<file path="src/rtl/irq_controller.sv">
// Machine-mode interrupt controller: edge-detects request lines, masks with mie,
// arbitrates by fixed priority and sequences trap / service / return with the core.
module irq_controller #(
    parameter int unsigned IRQ_NUM = 16
) (
    input  logic               clk_i,
    input  logic               rst_i,
    input  logic [IRQ_NUM-1:0] irq_req_i,
    input  logic [31:0]        mie_i,
    input  logic               stall_i,
    input  logic               mret_i,
    output logic               irq_o,
    output logic [31:0]        irq_cause_o,
    output logic               irq_ret_o,
    output logic [IRQ_NUM-1:0] irq_ack_o
);

    localparam int unsigned ID_W       = (IRQ_NUM > 1) ? $clog2(IRQ_NUM) : 1;
    localparam logic [31:0] CAUSE_BASE = 32'h8000_0010;

    typedef enum logic [1:0] {
        S_IDLE    = 2'd0,
        S_TRAP    = 2'd1,
        S_SERVICE = 2'd2,
        S_RETURN  = 2'd3
    } state_t;

    state_t             state_q, state_d;
    logic [IRQ_NUM-1:0] req_q, req_d;
    logic [IRQ_NUM-1:0] pending_q, pending_d;
    logic [ID_W-1:0]    id_q, id_d;
    logic               rearm_q, rearm_d;
    logic               irq_q, irq_d;
    logic [31:0]        cause_q, cause_d;
    logic               ret_q, ret_d;
    logic [IRQ_NUM-1:0] ack_q, ack_d;

    logic [IRQ_NUM-1:0] rise;
    logic [IRQ_NUM-1:0] eligible;
    logic [IRQ_NUM-1:0] sel;
    logic [IRQ_NUM-1:0] clr;
    logic [ID_W-1:0]    win;
    logic               unused_mie;

    // Only the low IRQ_NUM enable bits matter; the rest are folded away.
    assign unused_mie = ^mie_i;

    function automatic logic [IRQ_NUM-1:0] onehot(input logic [ID_W-1:0] idx);
        onehot = IRQ_NUM'(1) << idx;
    endfunction

    // Edge detection, masking and lowest-index-wins arbitration.
    always_comb begin
        req_d    = irq_req_i;
        rise     = irq_req_i & ~req_q;
        eligible = pending_q & mie_i[IRQ_NUM-1:0];
        win      = '0;
        for (int i = IRQ_NUM - 1; i >= 0; i--) begin
            if (eligible[i]) begin
                win = ID_W'(i);
            end
        end
    end

    // A fresh edge on the in-service line after launch must survive the return clear.
    always_comb begin
        sel       = onehot(id_q);
        rearm_d   = ((state_q == S_TRAP) || (state_q == S_SERVICE)) && (rearm_q || (|(rise & sel)));
        clr       = ((state_q == S_RETURN) && !rearm_q) ? sel : '0;
        pending_d = (pending_q & ~clr) | rise;
    end

    // Next-state and registered Moore outputs.
    always_comb begin
        state_d = state_q;
        id_d    = id_q;
        case (state_q)
            S_IDLE: begin
                if ((|eligible) && !stall_i) begin
                    state_d = S_TRAP;
                    id_d    = win;
                end
            end
            S_TRAP: begin
                if (!stall_i) begin
                    state_d = S_SERVICE;
                end
            end
            S_SERVICE: begin
                if (mret_i && !stall_i) begin
                    state_d = S_RETURN;
                end
            end
            S_RETURN: state_d = S_IDLE;
            default:  state_d = S_IDLE;
        endcase

        irq_d   = (state_d == S_TRAP);
        ret_d   = (state_d == S_RETURN);
        ack_d   = ret_d ? onehot(id_d) : '0;
        cause_d = (state_d == S_IDLE) ? 32'h0 : (CAUSE_BASE | 32'(id_d));
    end

    always_ff @(posedge clk_i or posedge rst_i) begin
        if (rst_i) begin
            state_q   <= S_IDLE;
            req_q     <= '0;
            pending_q <= '0;
            id_q      <= '0;
            rearm_q   <= 1'b0;
            irq_q     <= 1'b0;
            cause_q   <= 32'h0;
            ret_q     <= 1'b0;
            ack_q     <= '0;
        end else begin
            state_q   <= state_d;
            req_q     <= req_d;
            pending_q <= pending_d;
            id_q      <= id_d;
            rearm_q   <= rearm_d;
            irq_q     <= irq_d;
            cause_q   <= cause_d;
            ret_q     <= ret_d;
            ack_q     <= ack_d;
        end
    end

    assign irq_o       = irq_q;
    assign irq_cause_o = cause_q;
    assign irq_ret_o   = ret_q;
    assign irq_ack_o   = ack_q;

endmodule

</file>
<file path="config.mk">
export PLATFORM = sky130hd
export DESIGN_NAME = irq_controller
export DESIGN_NICKNAME = d
export VERILOG_FILES = /design/src/rtl/irq_controller.sv
export SDC_FILE = /design/constraint.sdc
export NUM_CORES = 1
export LEC_CHECK = 0
export CELL_PAD_IN_SITES_DETAIL_PLACEMENT = 0
export CELL_PAD_IN_SITES_GLOBAL_PLACEMENT = 1
export CORE_MARGIN = 2
export CORE_UTILIZATION = 36
export DETAILED_ROUTE_END_ITERATION = 6
export PLACE_DENSITY_LB_ADDON = 0.1
export SYNTH_ARGS = -nofsm -noshare
export SYNTH_HDL_FRONTEND = slang
export SYNTH_SLANG_ARGS = --single-unit
</file>
<file path="constraint.sdc">
create_clock -name clk_i -period 4.8 [get_ports clk_i]
set_input_delay 0.96 -clock clk_i [delete_from_list [all_inputs] [get_ports clk_i]]
set_output_delay 0.96 -clock clk_i [all_outputs]
set_load 0.02 [all_outputs]
</file>
After elaboration in Yosys (flattened, before gate mapping)

Cells that the tools add are included.

Equality and inequality tests: 5
Shift operators: 2
Muxes and demuxes: 25
Bitwise logic cells: 7
Reductions and logical operators: 12

Operator list:

| kind                                             | count |
|---|---|
| two-way mux 4 bit                                | 18 |
| AND 16 bit                                       | 4 |
| two-way mux 16 bit                               | 2 |
| two-way mux 32 bit                               | 1 |
| NOT 16 bit                                       | 2 |
| OR reduction 16 bit                              | 2 |
| << shifter 1 x 4 -> 16 bit, first input constant | 2 |
| OR 16 bit                                        | 1 |
| case mux 2 bit (4 select lines)                  | 1 |
| == test 2 bit, second input constant             | 3 |
| two-way mux 2 bit                                | 3 |
| == test 2 x 1 -> 1 bit, second input constant    | 2 |
| logical AND 1 bit                                | 4 |
| zero test 2 bit                                  | 2 |
| zero test 1 bit                                  | 2 |
| logical OR 1 bit                                 | 2 |

Register bits: 89
Output and inout bits: 50
Word-level logic and storage cells: 60

Depth between registers and ports, before layout

Gate-level depths: netlist (run 1).

Depth after elaboration: 21
Gate-level depth with buffers: 9
Gate-level depth less buffers: 9

Worst setup path before layout (run 1)

No wires, ideal clock.

Path kind: in2reg
Start: in mie_i[15]
End: reg ack_q[7] (netlist: irq_ack_o[7])
Arrival time: 2.140 ns
Data required time: 4.674 ns
Path slack: 2.534 ns
Stages: 6
Cell sequence: a22oi_1 > and4_4 > a21o_4 > mux2i_1 > or2_1 > nor2_1

Word-level cells in the longest chain between the ends: 21
Elaborated cells on any way between the ends: 26
Classes of those cells: eq/ne (1); shift (1); mux (21); bitwise (1); reduce/logical (2)

Ends and longest elaborated chain:

| item                             | line | RTL |
|---|---|---|
| from (decl)                      | 9    | `input logic [31:0] mie_i,` |
| AND 16 bit (*)                   | 56   | `eligible = pending_q & mie_i[IRQ_NUM-1:0];` |
| two-way mux 4 bit (16 in series) | 59   | `if (eligible[i]) begin` |
| two-way mux 4 bit                | 79   | `if ((\|eligible) && !stall_i) begin` |
| two-way mux 4 bit                | 77   | `case (state_q)` |
| << shifter 1 x 4 -> 16 bit       | 49   | `onehot = IRQ_NUM'(1) << idx;` |
| two-way mux 16 bit (*)           | 100  | `ack_d = ret_d ? onehot(id_d) : '0;` |
| named net ack_d[7]               | 36   | `logic [IRQ_NUM-1:0] ack_q, ack_d;` |
| to (signal assigned)             | 124  | `ack_q <= ack_d;` |
| to (decl)                        | 36   |  |

Mark *: on every way through the listed nets, which the timed path passes. The rest lies on a longest branch.

Worst setup path after layout (run 1)

Start: in mie_i[15]
End: reg ack_q[13] (netlist: irq_ack_o[13])

Word-level cells in the longest chain between the ends: 21
Elaborated cells on any way between the ends: 26
Classes of those cells: eq/ne (1); shift (1); mux (21); bitwise (1); reduce/logical (2)

Ends and longest elaborated chain:

| item                             | line | RTL |
|---|---|---|
| AND 16 bit (*)                   | 56   |  |
| two-way mux 4 bit (16 in series) | 59   |  |
| two-way mux 4 bit (*)            | 79   |  |
| two-way mux 4 bit (*)            | 77   |  |
| named net id_d[2]                | 31   | `logic [ID_W-1:0] id_q, id_d;` |
| << shifter 1 x 4 -> 16 bit (*)   | 49   |  |
| two-way mux 16 bit (*)           | 100  |  |
| named net ack_d[13]              | 36   |  |

Marked as above.

==> reports/qor.txt, run 1 <==
clock buffer count from CTS - 9
largest net degree at the start of global routing - 39
share of cells above drive strength 1 - 8.73%
met3 Use GR - 4.19%
average size of a mapped cell - 10.2 µm²
H-tree levels - 3
top-area cell type share of the netlist area - 53.7%
Critical Path RT - 5.02 ns
gr ovfl total - 0
fillers - 765
startpoint types - input pin
outcome - completed
count of cell types in the netlist - 46
Synth area leader - dfrtp_1
# diodes - 0
initial antenna violation count - 0
final worst path period share - 56.7%
Post-Syn Instances - 284
post-route ant nets - 0
WP data arrival - 2.94 ns
placed cells - 441
YS warnings - 0
Initial Utilization - 37.2%
via/cell ratio - 4.74
# DRC - 0
setup ws final - 2.08 ns
Worst slew margin - 63.7%
Setup CP Type - input pin to register
Synth Cell Area - 2890 µm²
clk_skew - 0.00772 ns
max cap viols - 0
first-pass iteration count of the detailed router - 4
clock buffer depth - 2
met1 usage - 21.7%
hold_buf cts - 0
# IOs - 102
routability congestion estimate from global placement - 0.903
worst hold-check path type - register to register
Slew @ Worst Pin - 0.543 ns
CTS root buf - clkbuf_8
clk slew on worst S/H paths - 0.07 ns
crit path max fanout - 5
pwr dens - 459 nW/µm²
Die Y - 93.5 µm
post_cts resized - 0
via count - 2166
Global Route Usage Sum - 16.1%
postcts setup bufs - 0
Post-synth EDFFs - 0
cell with the most instances after synthesis - dfrtp_1
Core Footprint - 7770 µm²
setup TNS - 0 ns
DR iter-0 viols - 99
I/O Buffers - 59
synthesis-stage register bit count - 62
fin cells - 457
static leakage - 1.62 nW
top cells by area in the synthesized netlist - dfrtp_1 54%, buf_4 7.0%, o21ai_0 5.0%
Post-synth ARST share - 100%
busiest layer in global routing - met2
Slew Viols, Final - 0
die area - 8750 µm²
crit path capture type - register
Final min period - 2.72 ns
Hold Vio Cnt, Final - 0
Setup violations, final - 0
number of global-route vias before repair - 2099
hpwl dp - 4850 µm
dpl cell area - 3490 µm²
row count - 32
minimum setup slack after placement - 1.69 ns
Total Routed Length - 6450 µm
grt met2 use - 23.9%
first-pass GRT wire length - 10500 µm
Synth Flop Type - dfrtp_1
CTS tree - done
synth cell count leaders - 62 x dfrtp_1, 29 x o21ai_0, 27 x buf_4, 27 x nor2_1, 23 x nand2_1
FMAX - 0.367 GHz
Routed wire per std cell - 14.1 µm
Chip Width - 93.5 µm
Final Instance Area - 3710 µm²
VDD IR max - 0.143 mV
unrepaired setup endpoints after global routing - no
# clock sinks - 62
Nets - 407
Area Growth Syn to Fin - 28.7%
Seq/Total Area, Yosys - 53.7%
Clock Latency Late Sink - 0.34 ns
## per-layer routing
metal	routed length (µm)	vias to the layer above
met5	0	-
met4	108	0
met3	376	8
met2	2920	73
met1	3040	1019
li1	-	1066
## power by group
part	switching [mW]	leakage (nW)	internal [mW]
registers	0.0759	0.732	0.597
clock network	0.207	0.108	0.304
logic	0.308	0.778	0.214
total	0.590	1.62	1.12
## state kept, by name (all words and copies together), names as in the netlist
signal	flops
rearm_q	1
irq_ret_o	1
state_q	2
irq_ack_o	16
irq_o	1
req_q	16
id_q	4
pending_q	16
irq_cause_o	5
## through the flow
step           power [mW]  hold WS, ns  utilization [%]
6_report             1.71        0.447             47.8
5_1_grt              1.82        0.471             47.8
4_1_cts              1.73        0.447             47.8
3_5_place_dp         1.21        0.437             45.0
3_3_place_gp         1.20        0.431             45.0
2_1_floorplan        1.03        0.415                -
## cells by family (layout without fill, tap and decap cells)
group	after synthesis	after routing	synth area share, %
other	1	26	0.130
muxes	1	1	0.347
and+or+nand+nor	93	93	16.8
AOI/OAI and AO/OA	72	72	16.8
adders and majority gates	5	5	2.17
DFF	62	62	53.7
buffers and inverters	50	96	10.0
## final timing paths
path	slack [ns]	depth (start not counted)	endpoint	from
setup / recovery	2.08	8	irq_ack_o[13]	mie_i[15]
hold / removal	0.45	1	pending_q[13]	req_q[13]
setup reg to reg	2.69	8	irq_ack_o[12]	state_q[0]
hold reg to reg	0.45	1	pending_q[13]	req_q[13]
max in group asynchronous	2.93	3	irq_ack_o[3]	rst_i
min in group asynchronous	0.98	2	req_q[7]	rst_i
## critical path: stages
cell and delay [ns]:
clkdlybuf4s50_1 0.45, a22oi_1 0.35, and4_4 0.32, a21o_4 0.16, mux2i_1 0.38, inv_1 0.10, nand2_1 0.15, nor2_1 0.07
## cells in the final DEF, fill, tap and decap left out, types with 3 or more instances in the layout
cell type	instances
dfrtp_1	62
clkbuf_8	10
inv_1	19
a22oi_1	9
clkdlybuf4s50_1	59
nand2_1	23
a21oi_1	7
conb_1	26
a31oi_1	3
or3_1	3
nor2_1	27
nand3b_1	7
ha_1	5
a22o_1	3
o21ai_0	29
nor3_1	5
nand3_1	4
nand2b_1	11
## final cells by class
class / count / area (µm²) / share of cell area [%]
sequential: 62 / 1550 / 41.8
clock inverter: 6 / 85.1 / 2.29
inverter: 20 / 75.1 / 2.02
multi-input combinational: 197 / 1140 / 30.7
tap: 102 / 128 / 3.44
timing repair buffer: 60 / 598 / 16.1
clock buffer: 10 / 138 / 3.70
No activity file was read; power rests on OpenSTA's default activity.
==> run 2: changes to the inputs <==
--- a/config.mk
+++ b/config.mk
@@ -8,7 +8,7 @@
 export CELL_PAD_IN_SITES_DETAIL_PLACEMENT = 0
 export CELL_PAD_IN_SITES_GLOBAL_PLACEMENT = 1
 export CORE_MARGIN = 2
-export CORE_UTILIZATION = 36
+export CORE_UTILIZATION = 30
 export DETAILED_ROUTE_END_ITERATION = 6
 export PLACE_DENSITY_LB_ADDON = 0.1
 export SYNTH_ARGS = -nofsm -noshare
==> constraint.sdc (replaced) <==
create_clock -name clk_i -period 2.2 [get_ports clk_i]
set_input_delay 0.44 -clock clk_i [delete_from_list [all_inputs] [get_ports clk_i]]
set_output_delay 0.44 -clock clk_i [all_outputs]
set_load 0.02 [all_outputs]
==> reports/qor.txt, run 2 (synthesized netlist as in run 1, its figures left out) <==
outcome - completed
clock buffer depth - 2
DR iter-0 viols - 61
first-pass GRT wire length - 11100 µm
CTS tree - done
R2R cell count - 8
VDD IR max - 0.319 mV
Setup CP Type - input pin to register
clk_skew - 0.00342 ns
end of the critical path - irq_ack_o[15]
Area Growth Syn to Fin - 36.6%
crit path capture type - register
hpwl dp - 5190 µm
Critical Path RT - 2.46 ns
reg-to-reg endpoint - irq_ack_o[10]
first-pass iteration count of the detailed router - 4
die area - 10400 µm²
row count - 35
FMAX - 0.478 GHz
Setup violations, final - 0
static leakage - 1.74 nW
Routed wire per std cell - 13.6 µm
H-tree levels - 3
Global Route Usage Sum - 14.3%
Initial Utilization - 31.1%
routability congestion estimate from global placement - 0.780
final worst path period share - 95.2%
largest net degree at the start of global routing - 63
Final min period - 2.09 ns
# diodes - 0
Core Footprint - 9280 µm²
startpoint types - input pin
pwr dens - 960 nW/µm²
clock buffer count from CTS - 9
CP Launch Point - mie_i[9]
Chip Width - 102 µm
leading cell types in the layout, fill and taps excluded - 62 x dfrtp_1, 59 x clkdlybuf4s50_1, 29 x o21ai_0
Clock Latency Late Sink - 0.34 ns
Pwr Total - 3.79 mW
register-to-register path setup slack - 0.15 ns
WP data arrival - 2.36 ns
worst hold-check path type - register to register
commonest non-fill, non-tap cell in the layout - dfrtp_1
Slew Viols, Final - 0
# clock sinks - 62
Total Routed Length - 6940 µm
I/O Buffers - 59
unrepaired setup endpoints after global routing - yes
gr ovfl total - 0
via/cell ratio - 4.37
post-route ant nets - 0
dpl cell area - 3730 µm²
via count - 2229
# IOs - 102
share of cells above drive strength 1 - 16.0%
Hold Vio Cnt, Final - 0
number of global-route vias before repair - 2235
crit path max fanout - 5
max cap viols - 0
Nets - 433
clk slew on worst S/H paths - 0.07 ns
RR Startpoint - state_q[0]
Die Y - 102 µm
CTS root buf - clkbuf_8
initial antenna violation count - 0
hold_buf cts - 0
Final Instance Area - 3940 µm²
# DRC - 0
[run 2: per-stage QoR]
step	hold WS (ns)	worst slack (ns)	setup TNS [ns]	std cells	util, %
5_1_grt	0.463	-0.0147	-0.0178	510	42.5
3_3_place_gp	0.424	-0.195	-3.66	493	40.1
6_report	0.442	0.106	0	510	42.5
2_1_floorplan	0.415	0.219	0	309	-
4_1_cts	0.447	0.0892	0	509	42.1
3_5_place_dp	0.437	-0.220	-4.06	493	40.1
[run 2: worst max-delay path, stage by stage]
cell and delay (ns):
clkdlybuf4s50_1 0.46, a22oi_1 0.33, and4_4 0.30, a21o_4 0.15
mux2i_1 0.07, buf_4 0.17, or2_1 0.29, nor2_1 0.14
[run 2: layout make-up]
cell class | count | area (µm²)
fill | 958 | 5340
sequential | 62 | 1550
multi-input combinational | 197 | 1160
timing repair buffer | 86 | 806
clock buffer | 13 | 169
tap | 129 | 161
inverter | 20 | 75.1
clock inverter | 3 | 17.5
[run 2: power by group]
part           total, mW  switching [mW]  internal [mW]
clock network      0.933           0.435          0.498
registers           1.46           0.157           1.30
logic               1.39           0.749          0.645
[run 2: layer usage]
layer	track usage [%]	routed length, µm	up-vias
met5	0	0	-
met4	4.62	93	0
met3	3.76	291	9
met2	23.9	3410	64
met1	18.0	3140	1048
li1	-	-	1108
[run 2: how the worst min path moves through the flow]
stage               startpoint       endpoint  slack (ns)  depth (start not counted)
finish               req_q[10]  pending_q[10]        0.44                          1
global route         req_q[12]  pending_q[12]        0.46                          1
CTS                  req_q[12]  pending_q[12]        0.45                          1
detailed placement   req_q[10]  pending_q[10]        0.44                          1
global placement     req_q[10]  pending_q[10]        0.42                          1
floorplan            req_q[10]  pending_q[10]        0.42                          1
[run 2: repair_timing]
item	4_1_cts	5_1_grt
hold endpoints to repair	0	0
buffers inserted	0	1
endpoints found under the setup margin	0	16
gates resized for setup	0	5
==> run 3: changes to the inputs <==
--- a/config.mk
+++ b/config.mk
@@ -5,6 +5,7 @@
 export SDC_FILE = /design/constraint.sdc
 export NUM_CORES = 1
 export LEC_CHECK = 0
+export ABC_CLOCK_PERIOD_IN_PS = 2200
 export CELL_PAD_IN_SITES_DETAIL_PLACEMENT = 0
 export CELL_PAD_IN_SITES_GLOBAL_PLACEMENT = 1
 export CORE_MARGIN = 2
==> results of run 3 <==
The final DEF is identical to that of run 2; final timing and power are the same.
